$ cat src/rtl/cfo_est_ctrl.sv
// cfo_est_ctrl: sequencer for the CFO-estimation datapath.
// Define CFO_TIMEOUT_EN to bound the wait on phase_done (err on expiry).
module cfo_est_ctrl #(
  parameter int LAG     = 16,
  parameter int NUM_ACC = 64,
  parameter int CNT_W   = 8,
  parameter int TIMEOUT = 255
) (
  input  logic             clk,
  input  logic             rst,
  input  logic             start,
  input  logic             in_valid,
  output logic             in_ready,
  output logic             ld_en,
  output logic             acc_clr,
  output logic             acc_en,
  output logic             phase_go,
  input  logic             phase_done,
  output logic             busy,
  output logic             done,
  output logic             err,
  output logic [CNT_W-1:0] sample_cnt
);

  localparam logic [2:0] S_IDLE  = 3'd0;
  localparam logic [2:0] S_FILL  = 3'd1;
  localparam logic [2:0] S_ACCUM = 3'd2;
  localparam logic [2:0] S_ANGLE = 3'd3;
  localparam logic [2:0] S_DONE  = 3'd4;

  // Limits compare against value-1 so a full 2^CNT_W count fits.
  localparam logic [CNT_W-1:0] LAG_LAST = CNT_W'(LAG - 1);
  localparam logic [CNT_W-1:0] ACC_LAST = CNT_W'(NUM_ACC - 1);

  if (LAG < 1 || LAG > 2 ** CNT_W) begin : g_bad_lag
    $error("cfo_est_ctrl: LAG out of range");
  end
  if (NUM_ACC < 1 || NUM_ACC > 2 ** CNT_W) begin : g_bad_acc
    $error("cfo_est_ctrl: NUM_ACC out of range");
  end
  if (TIMEOUT < 1 || TIMEOUT > 2 ** CNT_W - 1) begin : g_bad_tmo
    $error("cfo_est_ctrl: TIMEOUT out of range");
  end

  logic [2:0]       state_q, state_d;
  logic [CNT_W-1:0] cnt_q, cnt_d;
  logic             first_q, first_d;

  logic st_idle;
  logic st_fill;
  logic st_accum;
  logic st_angle;
  logic st_done;
  logic rdy;
  logic accept;
  logic tmo_hit;

  assign st_idle  = (state_q == S_IDLE);
  assign st_fill  = (state_q == S_FILL);
  assign st_accum = (state_q == S_ACCUM);
  assign st_angle = (state_q == S_ANGLE);
  assign st_done  = (state_q == S_DONE);

  assign rdy    = st_fill | st_accum;
  assign accept = rdy & in_valid;

`ifdef CFO_TIMEOUT_EN
  localparam logic [CNT_W-1:0] TMO_LAST = CNT_W'(TIMEOUT - 1);

  logic [CNT_W-1:0] tmo_q, tmo_d;
  logic             err_q, err_d;

  assign tmo_hit = st_angle & (tmo_q == TMO_LAST);

  // Count ANGLE cycles; err set on expiry unless phase_done wins.
  always_comb begin
    tmo_d = '0;
    err_d = err_q;
    if (st_angle) begin
      tmo_d = tmo_q + 1'b1;
    end
    if (st_idle & start) begin
      err_d = 1'b0;
    end else if (tmo_hit & ~phase_done) begin
      err_d = 1'b1;
    end
  end

  // Timeout counter and error flag registers.
  always_ff @(posedge clk) begin
    if (rst) begin
      tmo_q <= '0;
      err_q <= 1'b0;
    end else begin
      tmo_q <= tmo_d;
      err_q <= err_d;
    end
  end

  assign err = ~rst & err_q;
`else
  assign tmo_hit = 1'b0;
  assign err     = 1'b0;
`endif

  // Sequencing: fill the lag line, accumulate, then wait on the angle.
  always_comb begin
    state_d = state_q;
    cnt_d   = cnt_q;
    first_d = 1'b0;
    unique case (state_q)
      S_IDLE: begin
        if (start) begin
          state_d = S_FILL;
          cnt_d   = '0;
        end
      end
      S_FILL: begin
        if (accept) begin
          if (cnt_q == LAG_LAST) begin
            state_d = S_ACCUM;
            cnt_d   = '0;
          end else begin
            cnt_d = cnt_q + 1'b1;
          end
        end
      end
      S_ACCUM: begin
        if (accept) begin
          if (cnt_q == ACC_LAST) begin
            state_d = S_ANGLE;
            cnt_d   = '0;
            first_d = 1'b1;
          end else begin
            cnt_d = cnt_q + 1'b1;
          end
        end
      end
      S_ANGLE: begin
        if (phase_done | tmo_hit) begin
          state_d = S_DONE;
        end
      end
      S_DONE: begin
        state_d = S_IDLE;
      end
      default: begin
        state_d = S_IDLE;
        cnt_d   = '0;
      end
    endcase
  end

  // State, sample counter and first-ANGLE-cycle flag.
  always_ff @(posedge clk) begin
    if (rst) begin
      state_q <= S_IDLE;
      cnt_q   <= '0;
      first_q <= 1'b0;
    end else begin
      state_q <= state_d;
      cnt_q   <= cnt_d;
      first_q <= first_d;
    end
  end

  assign in_ready   = ~rst & rdy;
  assign ld_en      = ~rst & accept;
  assign acc_en     = ~rst & accept & st_accum;
  assign acc_clr    = ~rst & st_idle & start;
  assign phase_go   = ~rst & st_angle & first_q;
  assign busy       = ~rst & ~st_idle;
  assign done       = ~rst & st_done;
  assign sample_cnt = rst ? '0 : cnt_q;

endmodule

$ cat config.mk
export PLATFORM = sky130hd
export DESIGN_NAME = cfo_est_ctrl
export DESIGN_NICKNAME = d
export VERILOG_FILES = /design/src/rtl/cfo_est_ctrl.sv
export SDC_FILE = /design/constraint.sdc
export NUM_CORES = 1
export LEC_CHECK = 0
export CAP_MARGIN = 10
export CORE_MARGIN = 3
export CORE_UTILIZATION = 40
export DETAILED_ROUTE_END_ITERATION = 10
export GPL_TIMING_DRIVEN = 1
export PLACE_DENSITY = 0.77
export RECOVER_POWER = 50
export SYNTH_ARGS = -nofsm -noshare
export SYNTH_HDL_FRONTEND = slang
export SYNTH_SLANG_ARGS = --single-unit
$ cat constraint.sdc
create_clock -name clk -period 1.7 [get_ports clk]
set_input_delay 0.17 -clock clk [delete_from_list [all_inputs] [get_ports clk]]
set_output_delay 0.17 -clock clk [all_outputs]
set_load 0.02 [all_outputs]
; ---- Word-level counts from Yosys, hierarchy flattened
; Index checks and enable logic that the tools add are counted.
[op_classes]
add_sub_neg = 1
eq_ne = 12
mux = 15
n_bitwise = 16
n_reduce_logical = 5
[ops]
columns = operator, n
row1 = 8-bit 2-to-1 mux, 6
row2 = 8-bit case mux with 4 select lines, 1
row3 = 3-bit 2-to-1 mux, 6
row4 = 3-bit case mux with 4 select lines, 1
row5 = 1-bit bitwise AND, 10
row6 = 8-bit by 1-bit adder with 8-bit output (second input constant), 1
row7 = 8-bit by 4-bit == test with 1-bit output (second input constant), 1
row8 = 8-bit by 6-bit == test with 1-bit output (second input constant), 1
row9 = 2-bit by 1-bit inequality test with 1-bit output (second input constant), 4
row10 = 3-bit by 2-bit == test with 1-bit output (second input constant), 2
row11 = 6-bit AND reduction, 1
row12 = 1-bit NOT, 5
row13 = 2-bit inequality test (second input constant), 2
row14 = 4-bit AND reduction, 1
row15 = 3-bit by 1-bit == test with 1-bit output (second input constant), 1
row16 = 3-bit == test (second input constant), 1
row17 = 3-bit logical NOT, 1
row18 = 3-bit OR reduction, 1
row19 = 2-bit OR reduction, 1
row20 = 1-bit 2-to-1 mux, 1
row21 = 1-bit OR, 1
[totals]
reg_bits = 12
input_bits = 5
out_inout_bits = 16
word_cells = 52

; ---- Logic depth before layout (Yosys ltp)
[logic_depth]
depth_word = 5
ltp_mapped = 6
depth_no_buf = 6

; ---- Worst setup path after synthesis
; OpenSTA, ideal clock, no wires.
[synth_timing]
path_kind = register -> register
from = reg state_q[0]
to = reg cnt_q[7]
setup_ps = 72
t_arrival_ps = 1686
required_ps = 1628
setup_slack_ps = -57
path_stages_with_launch = 6
n_path_buf = 1
period_less_slack_ps = 1757
path_cell_list = dfxtp_1 buf_2 xnor2_1 nor3_1 a21oi_1 a21oi_2
[synth_between]
elab_chain_len = 5
word_cells_on_any_way = 14
classes_between = eq/ne (7) / mux (1) / bitwise (3) / reduce/logical (3)
[synth_lines]
columns = element, line
row1 = "start, declared", 45  ; logic [2:0] state_q, state_d;
row2 = "start signal, assigned", 161  ; state_q <= state_d;
row3 = 3-bit by 1-bit == test with 1-bit output / 3-bit by 2-bit == test with 1-bit output (equally long branches), "59, 111, 60"
row4 = 1-bit OR, 64  ; assign rdy = st_fill | st_accum;
row5 = 1-bit bitwise AND, 65  ; assign accept = rdy & in_valid;
row6 = 2-bit by 1-bit inequality test with 1-bit output (no line), -
row7 = 4-bit AND reduction (no line), -
row8 = "end signal, assigned", 162  ; cnt_q <= cnt_d;
row9 = "end, declared", 46  ; logic [CNT_W-1:0] cnt_q, cnt_d;
; Parallel ways exist; a longest one is shown, timed or not.
; A chain may end at the register's enable or synchronous reset.

; ---- Worst setup path after layout
; Same ends and word-level chain as after synthesis.

==> run summary <==
Area post-placement = 1140 um^2
PwrDens = 548 nW/um^2
Final hold slack = 521 ps
Clk root buf = clkbuf_4
Leakage Power = 0.000491 uW
Width of the chip = 49.8 um
TritonCTS buffer count = 3
Area grow syn2layout = 53.8%
H-tree depth = 1
Layout Skew = 2.34 ps
Post-synth top area cell = dfxtp_1
Wire length per cell = 12.8 um
# rows = 15
Mean Syn Cell Area = 7.67 um^2
Crit path cell chain = buf_4 > nand2_1 > o2bb2ai_2 > or2_4 > or4_4 > a21oi_2
Post-synthesis cell count = 100
Worst setup SP type = flip-flop
Critical Path End Type = flip-flop
Yosys warnings = 0
Worst-Skew Late Latency = 280 ps
Final Wtd Congestion = 0.863
Syn Std Cell Area = 767 um^2
Commonest non-fill, non-tap cells in the layout = buf_4 (22), nor2_1 (14), nor2b_1 (8), dfxtp_1 (8), nand2_1 (7)
Grt ovf = 0
DR iter-0 viols = 16
Slowest-stage cell, CP = or4_4
Outcome = finished clean
# IOs = 21
DRC viols = 0
Synth top area cells = dfxtp_1 (31%), nor2_1 (6.9%), xnor2_1 (6.9%)
Final Worst Setup Slack = 42.4 ps
DIE AREA = 2480 um^2
Max Cap Viol = 0
Shortest period the worst path allows = 1660 ps
CP max stage delay = 510 ps
Clock tree from TritonCTS = done
# diodes = 0
Pre-CTS setup slack = -216 ps
Final period util = 97.5%
Crit path kind = reg -> reg
Critical Path RT = 1910 ps
Fin. Hold Viols = 0
First-pass GRT wire length = 3270 um
CORE AREA = 1760 um^2
Seq/Total Area, Yosys = 31.3%
Via count = 849
Worst hold path class = in -> reg
CTS sink count = 12
CTS Buffer Depth = 2
Share of the synthesized area in the top cell type = 31.3%
Max VDD drop = 0.539 mV
Die Height = 49.8 um
Port Buffers = 19
Fillcell total = 158
Total global-route track usage = 17.1%
Post-route ant nets = 0
Post-DP HPWL = 1460 um
Final net count = 148
Final Setup Violations = 0
Leading cell type in the layout, fill and taps excluded = buf_4
Yosys reg bits = 12
TritonRoute pass-1 iters = 5
Post-Syn Nets = 106
Clk pin slew, worst setup/hold paths = 80 ps
Vias per inst = 5.11
Vias in the first global route = 756
Distinct cells, synth = 34
Final Max Slew Viols = 0
Initial Util = 43.5%
Drt total wl = 2130 um
Max Freq = 0.603 GHz
CP max FO = 9
Final Instance Area = 1180 um^2
Layout cell share with drive strength beyond 1 = 29.1%
Largest net degree at the start of global routing = 15
Initial antenna violation count = 0
CP Data Arrival Time = 1870 ps
Power, Total = 646 uW
synth_stat cells:
cell / n
mux2i_1: 1
o2bb2ai_1: 2
a211oi_1: 1
nor2_1: 14
buf_2: 3
nor4_1: 2
xnor2_1: 6
ha_1: 1
o31ai_1: 2
o21ai_0: 3
nor4b_1: 2
nor3b_1: 2
or3b_1: 1
clkbuf_1: 1
o2bb2ai_2: 1
a21oi_2: 1
or4_4: 1
and4_1: 1
nand2_1: 7
a21oi_1: 3
or2_4: 1
and2_1: 1
conb_1: 1
nand2b_1: 1
nand4_1: 1
nor3_1: 7
dfxtp_1: 12
and3_1: 1
buf_4: 1
nand3_1: 6
nor2b_1: 8
a31oi_1: 1
a2bb2oi_1: 1
inv_1: 3
metrics by stage:
step	utilization, %	setup TNS, ps	cells
2_1_floorplan	-	0	100
3_3_place_gp	64.6	-1360	162
3_5_place_dp	64.6	-1640	162
4_1_cts	66.9	0	166
5_1_grt	66.9	-50.8	166
6_report	66.9	0	166
worst paths after layout:
check,slack (ps),depth (start not counted),from,endpoint
min reg2reg,560,2,cnt_q[2],cnt_q[2]
max,40,6,state_q[0],cnt_q[7]
min,520,3,phase_done,state_q[2]
max reg2reg,40,6,state_q[0],cnt_q[7]
cell families after synthesis:
group | after synthesis | share of synthesized area, %
flops | 12 | 31.3
compound gates | 15 | 14.2
simple gates | 56 | 39.3
buf+inv | 8 | 4.89
other cells | 1 | 0.489
xor+xnor | 6 | 6.85
fa+ha+maj | 1 | 1.63
mux | 1 | 1.31
state kept, by name, summed over array words and instances (netlist names):
name / cells
first_q: 1
cnt_q: 8
state_q: 3
where the power goes:
group / switching (uW) / total (uW) / internal [uW] / leakage, uW
combinational: 61.8 / 124 / 62.7 / 0.000370
clock: 101 / 232 / 130 / 0.0000210
sequential: 6.57 / 290 / 283 / 0.0000995
total: 170 / 646 / 476 / 0.000491
cell type report:
| class | instances | area [um^2] | share of cell area [%] |
|---|---|---|---|
| clock buffer | 4 | 36.3 | 3.08 |
| inverter | 3 | 11.3 | 0.954 |
| multi-input combinational | 80 | 529 | 44.9 |
| sequential | 12 | 250 | 21.2 |
| tap | 25 | 31.3 | 2.65 |
| timing repair buffer | 42 | 322 | 27.3 |
per-layer routing:
layer | routed length (um) | vias up | GRT usage (%)
met2 | 1030 | 22 | 29.7
met5 | 0 | - | 0
met3 | 93 | 4 | 3.63
li1 | - | 433 | -
met4 | 29 | 0 | 5.53
met1 | 978 | 390 | 20.7
worst max-delay path, delay by kind of cell, from the launching register on:
family                 cells  cell delay [ps]
AO/OA/AOI/OAI              2              220
buffers and inverters      1              150
flip-flops                 1              390
AND/OR/NAND/NOR            3              830
repair_timing:
item	4_1_cts	5_1_grt
buffers inserted	0	0
resized for setup	14	18
setup endpoints to repair	16	18
hold buffers	0	0
Note: power is estimated with default switching activity, not from simulation.
